### src/rtl/scroller_pkg.sv
// Shared types and helpers for the obstacle scroller.
//   state_t      : top-level game state
//   coord_t      : signed working width for all geometry compares
//   lfsr_step    : one step of the 8-bit Galois LFSR (right shift, taps 0xB8)
//   rect_overlap : inclusive-bounds overlap test of two axis-aligned rectangles
package scroller_pkg;

  typedef enum logic [1:0] {
    IDLE  = 2'd0,
    RUN   = 2'd1,
    PAUSE = 2'd2,
    HALT  = 2'd3
  } state_t;

  localparam logic [7:0] LFSR_TAPS = 8'hB8;
  localparam logic [7:0] LFSR_SEED = 8'hA5;

  // Wide enough that x_left+OBS_W and y-PLAYER_SZ never wrap for any legal
  // parameter set (X_W and Y_W stay well below this).
  localparam int COORD_W = 16;
  typedef logic signed [COORD_W-1:0] coord_t;

  function automatic logic [7:0] lfsr_step(input logic [7:0] s);
    return (s >> 1) ^ (s[0] ? LFSR_TAPS : 8'h00);
  endfunction

  function automatic logic rect_overlap(
    input coord_t ax0, input coord_t ax1, input coord_t ay0, input coord_t ay1,
    input coord_t bx0, input coord_t bx1, input coord_t by0, input coord_t by1
  );
    return (ax0 <= bx1) && (bx0 <= ax1) && (ay0 <= by1) && (by0 <= ay1);
  endfunction

endpackage

### src/rtl/obstacle_lane.sv
// One tree lane: x position, height LFSR and banana-consumed flag, plus the
// combinational overlap tests against the player box and the pixel query.
//   clk, reset        : clock, async active-low reset
//   tick              : scroll one pixel left (or respawn at the left edge)
//   reinit            : restart positions, step LFSR, clear consumed
//   pickup            : banana collected this cycle
//   player_x/player_y : player left x / bottom y
//   px/py             : pixel query
//   x_left            : current left edge (signed)
//   tree_hit/item_hit : player overlaps tree / unconsumed banana
//   pix_tree/pix_item : pixel lies on tree / unconsumed banana
module obstacle_lane
  import scroller_pkg::*;
#(
  parameter int LANE         = 0,
  parameter int NUM_OBS      = 3,
  parameter int X_W          = 11,
  parameter int Y_W          = 10,
  parameter int GROUND_Y     = 400,
  parameter int OBS_W        = 80,
  parameter int SPACING      = 240,
  parameter int FIRST_X      = 160,
  parameter int H_MIN        = 140,
  parameter int H_RANGE_LOG2 = 8,
  parameter int ITEM_INSET   = 20,
  parameter int ITEM_GAP     = 30,
  parameter int ITEM_H       = 30,
  parameter int PLAYER_SZ    = 30
) (
  input  logic           clk,
  input  logic           reset,
  input  logic           tick,
  input  logic           reinit,
  input  logic           pickup,
  input  logic [X_W-1:0] player_x,
  input  logic [Y_W-1:0] player_y,
  input  logic [X_W-1:0] px,
  input  logic [Y_W-1:0] py,
  output logic [X_W-1:0] x_left,
  output logic           tree_hit,
  output logic           item_hit,
  output logic           pix_tree,
  output logic           pix_item
);

  localparam logic [X_W-1:0] X_INIT  = X_W'(FIRST_X + LANE * SPACING);
  localparam logic [X_W-1:0] X_EDGE  = X_W'(-OBS_W);
  localparam logic [X_W-1:0] X_WRAP  = X_W'(NUM_OBS * SPACING - OBS_W);
  localparam logic [7:0]     SEED    = LFSR_SEED ^ 8'(LANE);

  localparam coord_t C_W1    = coord_t'(OBS_W - 1);
  localparam coord_t C_INS   = coord_t'(ITEM_INSET);
  localparam coord_t C_GND1  = coord_t'(GROUND_Y - 1);
  localparam coord_t C_BTOP  = coord_t'(ITEM_GAP + ITEM_H);
  localparam coord_t C_BBOT  = coord_t'(ITEM_GAP + 1);
  localparam coord_t C_PS1   = coord_t'(PLAYER_SZ - 1);

  logic [7:0]     lfsr;
  logic           consumed;
  logic [Y_W-1:0] top;

  // Height follows the LFSR directly, so every LFSR step reloads it.
  assign top = Y_W'(H_MIN) + {{(Y_W-H_RANGE_LOG2){1'b0}}, lfsr[H_RANGE_LOG2-1:0]};

  always_ff @(posedge clk or negedge reset) begin
    if (!reset) begin
      x_left   <= X_INIT;
      lfsr     <= SEED;
      consumed <= 1'b0;
    end else if (reinit) begin
      x_left   <= X_INIT;
      lfsr     <= lfsr_step(lfsr);
      consumed <= 1'b0;
    end else if (tick && (x_left == X_EDGE)) begin
      x_left   <= X_WRAP;
      lfsr     <= lfsr_step(lfsr);
      consumed <= 1'b0;
    end else begin
      if (tick)   x_left   <= x_left - X_W'(1);
      if (pickup) consumed <= 1'b1;
    end
  end

  coord_t xl, pl_x, pl_y, q_x, q_y, top_c;
  coord_t tr_x0, tr_x1, tr_y0, tr_y1;
  coord_t bn_x0, bn_x1, bn_y0, bn_y1;
  coord_t pl_x1, pl_y0;

  assign xl    = {{(COORD_W-X_W){x_left[X_W-1]}}, x_left};
  assign pl_x  = {{(COORD_W-X_W){player_x[X_W-1]}}, player_x};
  assign q_x   = {{(COORD_W-X_W){px[X_W-1]}}, px};
  assign pl_y  = {{(COORD_W-Y_W){1'b0}}, player_y};
  assign q_y   = {{(COORD_W-Y_W){1'b0}}, py};
  assign top_c = {{(COORD_W-Y_W){1'b0}}, top};

  assign tr_x0 = xl;
  assign tr_x1 = xl + C_W1;
  assign tr_y0 = top_c;
  assign tr_y1 = C_GND1;

  assign bn_x0 = xl + C_INS;
  assign bn_x1 = xl + C_W1 - C_INS;
  assign bn_y0 = top_c - C_BTOP;
  assign bn_y1 = top_c - C_BBOT;

  assign pl_x1 = pl_x + C_PS1;
  assign pl_y0 = pl_y - C_PS1;

  assign tree_hit = rect_overlap(tr_x0, tr_x1, tr_y0, tr_y1, pl_x, pl_x1, pl_y0, pl_y);
  assign item_hit = !consumed &&
                    rect_overlap(bn_x0, bn_x1, bn_y0, bn_y1, pl_x, pl_x1, pl_y0, pl_y);

  // A pixel is a 1x1 rectangle.
  assign pix_tree = rect_overlap(tr_x0, tr_x1, tr_y0, tr_y1, q_x, q_x, q_y, q_y);
  assign pix_item = !consumed &&
                    rect_overlap(bn_x0, bn_x1, bn_y0, bn_y1, q_x, q_x, q_y, q_y);

endmodule

### src/rtl/obstacle_scroller.sv
// Obstacle engine: NUM_OBS scrolling tree lanes with bananas, game FSM,
// scroll prescaler, player collision / pickup and registered pixel lookup.
//
//   state | meaning
//   IDLE  | after reset, waiting for start
//   RUN   | scrolling, collision and pickup active
//   PAUSE | freeze held; everything holds
//   HALT  | player hit a tree; start restarts the round
//
//   clk, reset           : clock, async active-low reset
//   start, freeze, speed : game controls (step period = PRESCALE>>speed)
//   player_x, player_y   : player left x / bottom y
//   px, py               : pixel query
//   pix_obs, pix_item    : registered pixel classification
//   pix_ch               : lowest matching lane
//   collide              : sticky tree hit
//   item_taken           : one-cycle pickup pulse per lane
//   running              : state is RUN
//   obs_x                : packed lane x_left, lane 0 in the LSBs
module obstacle_scroller
  import scroller_pkg::*;
#(
  parameter int NUM_OBS      = 3,
  parameter int X_W          = 11,
  parameter int Y_W          = 10,
  parameter int SCREEN_W     = 640,
  parameter int GROUND_Y     = 400,
  parameter int OBS_W        = 80,
  parameter int SPACING      = 240,
  parameter int FIRST_X      = 160,
  parameter int H_MIN        = 140,
  parameter int H_RANGE_LOG2 = 8,
  parameter int ITEM_INSET   = 20,
  parameter int ITEM_GAP     = 30,
  parameter int ITEM_H       = 30,
  parameter int PLAYER_SZ    = 30,
  parameter int PRESCALE     = 500000
) (
  input  logic                   clk,
  input  logic                   reset,
  input  logic                   start,
  input  logic                   freeze,
  input  logic [1:0]             speed,
  input  logic [X_W-1:0]         player_x,
  input  logic [Y_W-1:0]         player_y,
  input  logic [X_W-1:0]         px,
  input  logic [Y_W-1:0]         py,
  output logic                   pix_obs,
  output logic                   pix_item,
  output logic [2:0]             pix_ch,
  output logic                   collide,
  output logic [NUM_OBS-1:0]     item_taken,
  output logic                   running,
  output logic [NUM_OBS*X_W-1:0] obs_x
);

  if (NUM_OBS < 1 || NUM_OBS > 8) begin : g_bad_num_obs
    $error("obstacle_scroller: NUM_OBS must be 1..8");
  end
  if (NUM_OBS * SPACING - OBS_W < SCREEN_W) begin : g_bad_wrap
    $error("obstacle_scroller: respawn x would land on screen");
  end

  localparam int PW = (PRESCALE > 1) ? $clog2(PRESCALE) : 1;

  state_t state, state_next;
  logic [PW-1:0] cnt;
  logic [PW-1:0] term;
  logic          tick;
  logic          reinit;

  logic [NUM_OBS-1:0] tree_hit, item_hit, pix_tree, pix_ban, pickup;
  logic               tree_any;

  // ---------------- FSM ----------------
  always_ff @(posedge clk or negedge reset) begin
    if (!reset) state <= IDLE;
    else        state <= state_next;
  end

  always_comb begin
    state_next = state;
    case (state)
      IDLE:    if (start) state_next = RUN;
      RUN: begin
        if (tree_any)    state_next = HALT;
        else if (freeze) state_next = PAUSE;
      end
      PAUSE:   if (!freeze) state_next = RUN;
      HALT:    if (start) state_next = RUN;
      default: state_next = IDLE;
    endcase
  end

  assign running = (state == RUN);
  assign reinit  = (state == HALT) && start;

  // ---------------- prescaler ----------------
  // Terminal follows speed combinationally; a count already past a lowered
  // terminal simply runs on to the counter wrap before matching again.
  assign term = PW'((PRESCALE >> speed) - 1);
  assign tick = (state == RUN) && (cnt == term);

  always_ff @(posedge clk or negedge reset) begin
    if (!reset)               cnt <= '0;
    else if (reinit)          cnt <= '0;
    else if (state == RUN)    cnt <= (cnt == term) ? '0 : cnt + PW'(1);
  end

  // ---------------- lanes ----------------
  for (genvar i = 0; i < NUM_OBS; i++) begin : g_lane
    obstacle_lane #(
      .LANE(i), .NUM_OBS(NUM_OBS), .X_W(X_W), .Y_W(Y_W), .GROUND_Y(GROUND_Y),
      .OBS_W(OBS_W), .SPACING(SPACING), .FIRST_X(FIRST_X), .H_MIN(H_MIN),
      .H_RANGE_LOG2(H_RANGE_LOG2), .ITEM_INSET(ITEM_INSET), .ITEM_GAP(ITEM_GAP),
      .ITEM_H(ITEM_H), .PLAYER_SZ(PLAYER_SZ)
    ) u_lane (
      .clk      (clk),
      .reset    (reset),
      .tick     (tick),
      .reinit   (reinit),
      .pickup   (pickup[i]),
      .player_x (player_x),
      .player_y (player_y),
      .px       (px),
      .py       (py),
      .x_left   (obs_x[i*X_W +: X_W]),
      .tree_hit (tree_hit[i]),
      .item_hit (item_hit[i]),
      .pix_tree (pix_tree[i]),
      .pix_item (pix_ban[i])
    );
  end

  // ---------------- collision / pickup ----------------
  // A tree hit suppresses every pickup in the same cycle.
  assign tree_any = |tree_hit;
  assign pickup   = ((state == RUN) && !tree_any) ? item_hit : '0;

  always_ff @(posedge clk or negedge reset) begin
    if (!reset) begin
      collide    <= 1'b0;
      item_taken <= '0;
    end else begin
      item_taken <= pickup;
      if (reinit)                            collide <= 1'b0;
      else if ((state == RUN) && tree_any)   collide <= 1'b1;
    end
  end

  // ---------------- pixel path ----------------
  logic [NUM_OBS-1:0] pix_any;
  logic [2:0]         ch_next;

  assign pix_any = pix_tree | pix_ban;

  always_comb begin
    ch_next = 3'd0;
    for (int i = NUM_OBS - 1; i >= 0; i--) begin
      if (pix_any[i]) ch_next = 3'(i);
    end
  end

  always_ff @(posedge clk or negedge reset) begin
    if (!reset) begin
      pix_obs  <= 1'b0;
      pix_item <= 1'b0;
      pix_ch   <= 3'd0;
    end else begin
      pix_obs  <= |pix_tree;
      pix_item <= |pix_ban;
      pix_ch   <= ch_next;
    end
  end

endmodule

### config.mk
export PLATFORM = sky130hd
export DESIGN_NAME = obstacle_scroller
export DESIGN_NICKNAME = d
export VERILOG_FILES = /design/src/rtl/scroller_pkg.sv /design/src/rtl/obstacle_lane.sv /design/src/rtl/obstacle_scroller.sv
export SDC_FILE = /design/constraint.sdc
export NUM_CORES = 1
export LEC_CHECK = 0
export ABC_AREA = 1
export CORE_MARGIN = 2
export CORE_UTILIZATION = 53
export CTS_BUF_LIST = sky130_fd_sc_hd__clkbuf_16
export CTS_CLUSTER_DIAMETER = 40
export CTS_CLUSTER_SIZE = 10
export DETAILED_ROUTE_END_ITERATION = 6
export DONT_BUFFER_PORTS = 1
export GPL_TIMING_DRIVEN = 0
export PLACE_DENSITY = 0.66
export SETUP_SLACK_MARGIN = 0.5
export SLEW_MARGIN = 10
export SYNTH_ARGS = -nofsm -noshare
export SYNTH_HDL_FRONTEND = slang
export SYNTH_SLANG_ARGS = --single-unit
### constraint.sdc
create_clock -name clk -period 7.15 [get_ports clk]
set_clock_uncertainty 0.2 [all_clocks]
set_input_delay 0.715 -clock clk [delete_from_list [all_inputs] [get_ports clk]]
set_output_delay 0.715 -clock clk [all_outputs]
set_load 0.01 [all_outputs]
==> flow_metrics.tcl, run 1 <==
set metrics [dict create \
    first_pass_iters 7 \
    yosysSeqAreaShare_pct 12.9 \
    finalPower_uw 7360 \
    hold_viol 0 \
    async_flop_share_pct 100 \
    switchingPower_uw 4280 \
    detail-route-antenna-nets 0 \
    first_iter_violations 1271 \
    gp_congestion 0.969 \
    wire_per_inst_um 21.3 \
    path_class "primary input to flip-flop" \
    drcViolationCount 0 \
    pwr-share-seq_pct 13.8 \
    grt.met1_usage_pct 45.3 \
    yosysWarningCount 0 \
    crit_chain "ha_1 > nor3_1 > nand2_1 > nand2_1 > xor2_1 > ha_1 > nand2_1 > nor2_1 > a211oi_1 > o21ai_0 > nand3_1 > nand2_1 > nand2_1 > a21oi_1 > nor2_1 > nand3_1 > nand3_2 > nor2_4 > nand2_1 > a21oi_1" \
    outcome "complete, no violations" \
    wl_um 63500 \
    worstMarginPinSlew_ps 1310 \
    cp_common_cell "nand2_1" \
    min_period_over_period_pct 64.6 \
    hold_buffers 2 \
    max_stage_delay_ps 1010 \
    synth_enable_flop_cells 0 \
    slowest_stage "xor2_1" \
    tns_ps 0 \
    yosys_most_used_dff "dfrtp_1" \
    die_y_um 185 \
    p_leak_uw 0.00956 \
    cts_tree "built" \
    cp.arrival_ps 4680 \
    synth_cell_types 64 \
    syn_area_per_cell_um2 6.97 \
    vias 17865 \
    ioPinCount 91 \
    fill_cells 3201 \
    p_int_uw 3080 \
    cts_root_buf "clkbuf_16" \
    track_usage_pct 37.2 \
    synth_area_um2 17400 \
    cts_setup_buffers 0 \
    slew_headroom_pct 12.4 \
    htreeDepth 3 \
    combPwrFrac_pct 79.7 \
    cap_viol_max_count 0 \
    core_area_um2 32500 \
    cp-start-kind "primary input" \
    initial_core_util_pct 53.7 \
    portBuffers 0 \
    clkPwrFrac_pct 6.5 \
    crit_buf_inv 0 \
    final_common_cell "nand2_1" \
    cts-buffers-inserted 9 \
    die-area_um2 34400 \
    fin_nets 3021 \
    crit_family "simple AND/OR/NAND/NOR gates" \
    grtUsageMet2_pct 61.1 \
    antenna_found_initial 1 \
    worstSkewPairLatency_ps 380 \
    cts.sinks 89 \
    finalSetupViolCount 0 \
    grt_max_degree 84 \
    finish.utilization_pct 56.6 \
    syn_inst 2504 \
    max_clock_freq_mhz 216 \
    path_max_fanout 6 \
    path_clk_slew_ps 80 \
    fin_crit_ps 4620 \
    grt_pass1_vias 16886 \
    vdd_drop_max_v 0.000227 \
    grt_busiest_layer "met2" \
    grt_first_pass_wirelength_um 96000 \
    die_w_um 185 \
    cts_resized 0 \
    clockBufferDepth 2 \
    grt_overflow 0 \
    syn_to_final_growth_pct 5.30 \
    place_hpwl_um 50100 \
    power_per_cell_area_nw_per_um2 401 \
    gr-usage-met3_pct 7.86 \
    min_path_type "primary input to asynchronous set/reset pin" \
    crit_required_ps 7210 \
    r2r_cells 17 \
    cp-end-kind "flip-flop" \
    maxSlewViolCount 0 \
    rsz0062_at_grt "no" \
    rows 66 \
    drive_gt1_share_pct 4.22 \
    worst-path-stages 20 \
    ys_seq_elements 89 \
    swShare_pct 58.2 \
    vias_per_cell 5.99 \
    layout_common_cells "nand2_1, ha_1, inv_1" \
]
metal layers:
| metal | vias to the layer above | share of wire, % |
|---|---|---|
| met5 | - | 0 |
| met4 | 0 | 5.9 |
| met3 | 180 | 8.3 |
| met2 | 698 | 45 |
| met1 | 8268 | 41 |
| li1 | 8719 | - |
sequential cells by signal, summed over array words and instances, names as in the netlist, 2 cells and up:
signal / flops
item_taken: 3
state: 2
pix_ch: 2
g_lane.u_lane.lfsr: 24
cnt: 19
g_lane.u_lane.consumed: 3
g_lane.u_lane.x_left: 33
area by class of cell:
| cell class | instances | area [um^2] | share of cell area, % |
|---|---|---|---|
| inverter | 323 | 1220 | 6.62 |
| timing repair buffer | 3 | 45.0 | 0.245 |
| antenna | 1 | 2.50 | 0.0136 |
| sequential | 89 | 2250 | 12.3 |
| clock buffer | 9 | 225 | 1.23 |
| tap | 442 | 553 | 3.01 |
| clock inverter | 7 | 46.3 | 0.252 |
| multi-input combinational | 2077 | 13900 | 75.6 |
| buffer | 29 | 138 | 0.749 |
cell usage after synthesis, types with 23 or more instances:
library cell	instances	area, um^2
nor3_1	41	205
dfrtp_1	70	1750
nor2_1	189	709
o21ai_0	132	661
ha_1	441	5520
nor4_1	23	144
nand4_1	66	413
nand3_1	144	721
o22ai_1	23	144
a21oi_1	209	1050
inv_1	312	1170
xor2_1	95	832
nand2_1	502	1880
power groups by stage:
stage / Sequential, uW / Combinational [uW] / Clock [uW]
after global routing: 1040 / 6670 / 500
after CTS: 1010 / 5760 / 482
after global placement: 1020 / 5490 / 0
after detailed placement: 1020 / 5710 / 0
final: 1020 / 5860 / 478
after floorplan: 913 / 4300 / 0
per-stage QoR:
step | setup WS [ps] | hold slack [ps] | cells | cell area (um^2)
2_1_floorplan | 3750 | 219 | 2518 | 17500
6_report | 2530 | 50.1 | 2980 | 18400
3_3_place_gp | 2050 | 222 | 2960 | 18000
4_1_cts | 2680 | 70.6 | 2979 | 18400
5_1_grt | 2420 | 68.6 | 2979 | 18400
3_5_place_dp | 2300 | 222 | 2961 | 18100
worst paths after layout:
kind / from / to / slack, ps
hold reg to reg: g_lane[1].u_lane.lfsr[7]$_DFFE_PN1N_ / g_lane[1].u_lane.lfsr[7]$_DFFE_PN1N_ / 320
setup / recovery: player_x[0] / g_lane[0].u_lane.consumed$_DFFE_PN0P_ / 2530
setup reg to reg: g_lane[2].u_lane.lfsr[2]$_DFFE_PN1N_ / g_lane[2].u_lane.consumed$_DFFE_PN0P_ / 2690
hold / removal: reset / g_lane[2].u_lane.x_left[5]$_DFFE_PN0P_ / 50
max in group asynchronous: reset / g_lane[1].u_lane.x_left[7]$_DFFE_PN1P_ / 5680
min in group clk: g_lane[1].u_lane.lfsr[7]$_DFFE_PN1N_ / g_lane[1].u_lane.lfsr[7]$_DFFE_PN1N_ / 320
cell families after synthesis:
logic type,synth area share (%)
buf+inv,7.76
fa+ha+maj,31.6
simple gates,25.5
compound gates,16.3
flops,12.9
other cells,0.0431
xor+xnor,5.87
Note: power is estimated with default switching activity, not from simulation.
==> run 2: changes to the inputs <==
Settings changed: PLACE_DENSITY 0.66 to 0.69.
Clock period 7.15 ns to 3.77 ns, I/O delays scaled along.
==> run 2 against run 1 <==
Sequential power rose by 94%; register-to-register slack got worse by 2500 ps; routed wire length grew 3.4%; final cell count rose by 2.6%; setup slack lost 2400 ps; power is 120% higher.
==> flow_metrics.tcl, run 2 (synthesis gave the netlist of run 1 again) <==
set metrics [dict create \
    cts_tree "built" \
    top_register "g_lane.u_lane.x_left" \
    grt_max_degree 90 \
    maxSlewViolCount 0 \
    rows 66 \
    crit_chain "clkinvlp_4 > ha_4 > nand2_4 > nand2_4 > nor2_4 > inv_2 > nand2_4 > o21bai_4 > nand3_4 > xor2_4 > ha_4 > a21oi_2 > o21ai_1 > a21oi_1 > o21ai_1 > nand2_1 > nand2_1 > nand2_1 > nand3_1 > nand2_1 > nand2_2 > and2_4 > nor2_2" \
    worstMarginPinSlew_ps 1170 \
    vias 18636 \
    detail-route-antenna-nets 0 \
    cts-buffers-inserted 9 \
    r2r-end "pix_ch[0]$_DFF_PN0_" \
    r2r_cells 23 \
    cp.arrival_ps 3740 \
    dp.cells 2961 \
    rsz0062_at_grt "yes" \
    first_iter_violations 1599 \
    vdd_drop_max_v 0.000506 \
    hold_path_depth 4 \
    track_usage_pct 38.2 \
    die_w_um 185 \
    worstSkewPairLatency_ps 380 \
    min_path_type "primary input to flip-flop" \
    final_cells 3057 \
    cts_root_buf "clkbuf_16" \
    outcome "complete, no violations" \
    hold_viol 0 \
    cp_common_cell "nand2_1" \
    place_hpwl_um 49900 \
    first_pass_iters 6 \
    pre_cts_ws_ps -687 \
    cp-start-kind "flip-flop" \
    clockBufferDepth 2 \
    largest_reg_flops 33 \
    min_from "freeze" \
    cap_viol_max_count 0 \
    vias_per_cell 6.10 \
    path_class "flip-flop to flip-flop" \
    die_y_um 185 \
    r2r_start "g_lane[1].u_lane.x_left[2]$_DFFE_PN0P_" \
    final_common_cell "nand2_1" \
    portBuffers 0 \
    drive_gt1_share_pct 16.2 \
    crit_required_ps 3880 \
    gp_congestion 0.991 \
    power_per_cell_area_nw_per_um2 800 \
    layout_common_cells "nand2_1, ha_1, inv_1" \
    layout_setup_ws_ps 142 \
    htreeDepth 3 \
    grt_first_pass_wirelength_um 99400 \
    finish.utilization_pct 62.9 \
    finalSetupViolCount 0 \
    initial_core_util_pct 53.7 \
    cts.sinks 89 \
    slowest_stage "dfrtp_2" \
    path_max_fanout 7 \
    slew_headroom_pct 21.5 \
    cp-end-kind "flip-flop" \
    fin_nets 3098 \
    grt_pass1_vias 17866 \
    ioPinCount 91 \
    reg2reg_setup_slack_ps 140 \
    antenna_found_initial 1 \
    top_regs "g_lane.u_lane.x_left: 33 flops, g_lane.u_lane.lfsr: 24 flops, cnt: 19 flops" \
    max_clock_freq_mhz 276 \
    p_leak_uw 0.0101 \
    fill_cells 2998 \
    grt_overflow 0 \
    holdPathEnd "state[1]$_DFFE_PN0P_" \
    wl_um 65700 \
    die-area_um2 34400 \
    path_clk_slew_ps 70 \
    wire_per_inst_um 21.5 \
    min_period_over_period_pct 96.2 \
    fin_crit_ps 3630 \
    drcViolationCount 0 \
    syn_to_final_growth_pct 17.0 \
    core_area_um2 32500 \
    max_stage_delay_ps 570 \
]
==> run 2: cell types whose count changed in the layout (fill, tap and decap cells not counted), moves of 17 or more <==
cell / before / now
buf_4: 2 / 74
nand2_1: 502 / 455
nand2_2: 13 / 52
inv_1: 312 / 276
inv_2: 6 / 31
xor2_1: 95 / 72
nor2_1: 189 / 169
ha_1: 441 / 424
ha_4: 0 / 17
nand3_1: 144 / 127
xor2_2: 1 / 18
==> run 2: layout make-up <==
class / count / area, um^2 / area share [%]
multi-input combinational: 2077 / 15200 / 74.6
sequential: 89 / 2280 / 11.2
inverter: 323 / 1250 / 6.11
timing repair buffer: 80 / 654 / 3.21
tap: 442 / 553 / 2.71
clock buffer: 9 / 225 / 1.10
buffer: 29 / 146 / 0.717
clock inverter: 7 / 71.3 / 0.350
antenna: 1 / 2.50 / 0.0123
==> run 2: through the flow <==
step | total power [uW] | setup TNS (ps) | hold WS [ps] | cell area, um^2
finish | 16300 | 0 | 89.6 | 20400
global route | 18000 | -95.9 | 147 | 20400
CTS | 15200 | 0 | 82.1 | 19800
detailed placement | 12700 | -6040 | -116 | 18100
global placement | 12300 | -6940 | -115 | 18100
floorplan | 9920 | 0 | -119 | 17500
==> run 2: worst max-delay path, delay by kind of cell, from the launching register on <==
family	cells	cell delay (ps)
adders and majority gates	2	470
and+or+nand+nor	13	1120
AOI/OAI and AO/OA	5	630
xor gates and xnor gates	1	230
DFF	1	570
buffers and inverters	2	330
==> run 2: report_power, final <==
group          internal, uW  total [uW]  switching [uW]
registers              1350        1980             624
logic                  5320       13400            8060
clock network           513         967             453
total                  7190       16300            9140
==> run 2: per-layer routing <==
layer | track usage, % | vias to the layer above | part of all wire [%]
met2 | 62.7 | 787 | 45
met4 | 24.9 | 0 | 7.1
met1 | 45.4 | 8741 | 40
met5 | 0 | - | 0
li1 | - | 8869 | -
met3 | 7.69 | 239 | 8.4
==> run 2: repair_timing <==
| action | 4_1_cts | 5_1_grt |
|---|---|---|
| buffers inserted | 61 | 15 |
| setup endpoints to repair | 35 | 32 |
| resized for setup | 239 | 88 |
| pin swaps | 77 | 62 |
| hold buffers | 2 | 0 |
| endpoints found under the hold margin | 89 | 0 |
==> run 2: worst max path at each step <==
stage / from / end / slack [ps] / cells past startpoint
final: g_lane[1].u_lane.x_left[2]$_DFFE_PN0P_ / pix_ch[0]$_DFF_PN0_ / 140 / 23
after global routing: g_lane[1].u_lane.x_left[2]$_DFFE_PN0P_ / pix_ch[0]$_DFF_PN0_ / -40 / 23
after CTS: g_lane[1].u_lane.x_left[2]$_DFFE_PN0P_ / pix_ch[0]$_DFF_PN0_ / 200 / 23
after detailed placement: player_x[0] / g_lane[0].u_lane.consumed$_DFFE_PN0P_ / -690 / 20
after global placement: player_x[7] / g_lane[0].u_lane.consumed$_DFFE_PN0P_ / -790 / 14
after floorplan: g_lane[0].u_lane.x_left[0]$_DFFE_PN0P_ / pix_ch[0]$_DFF_PN0_ / 510 / 19
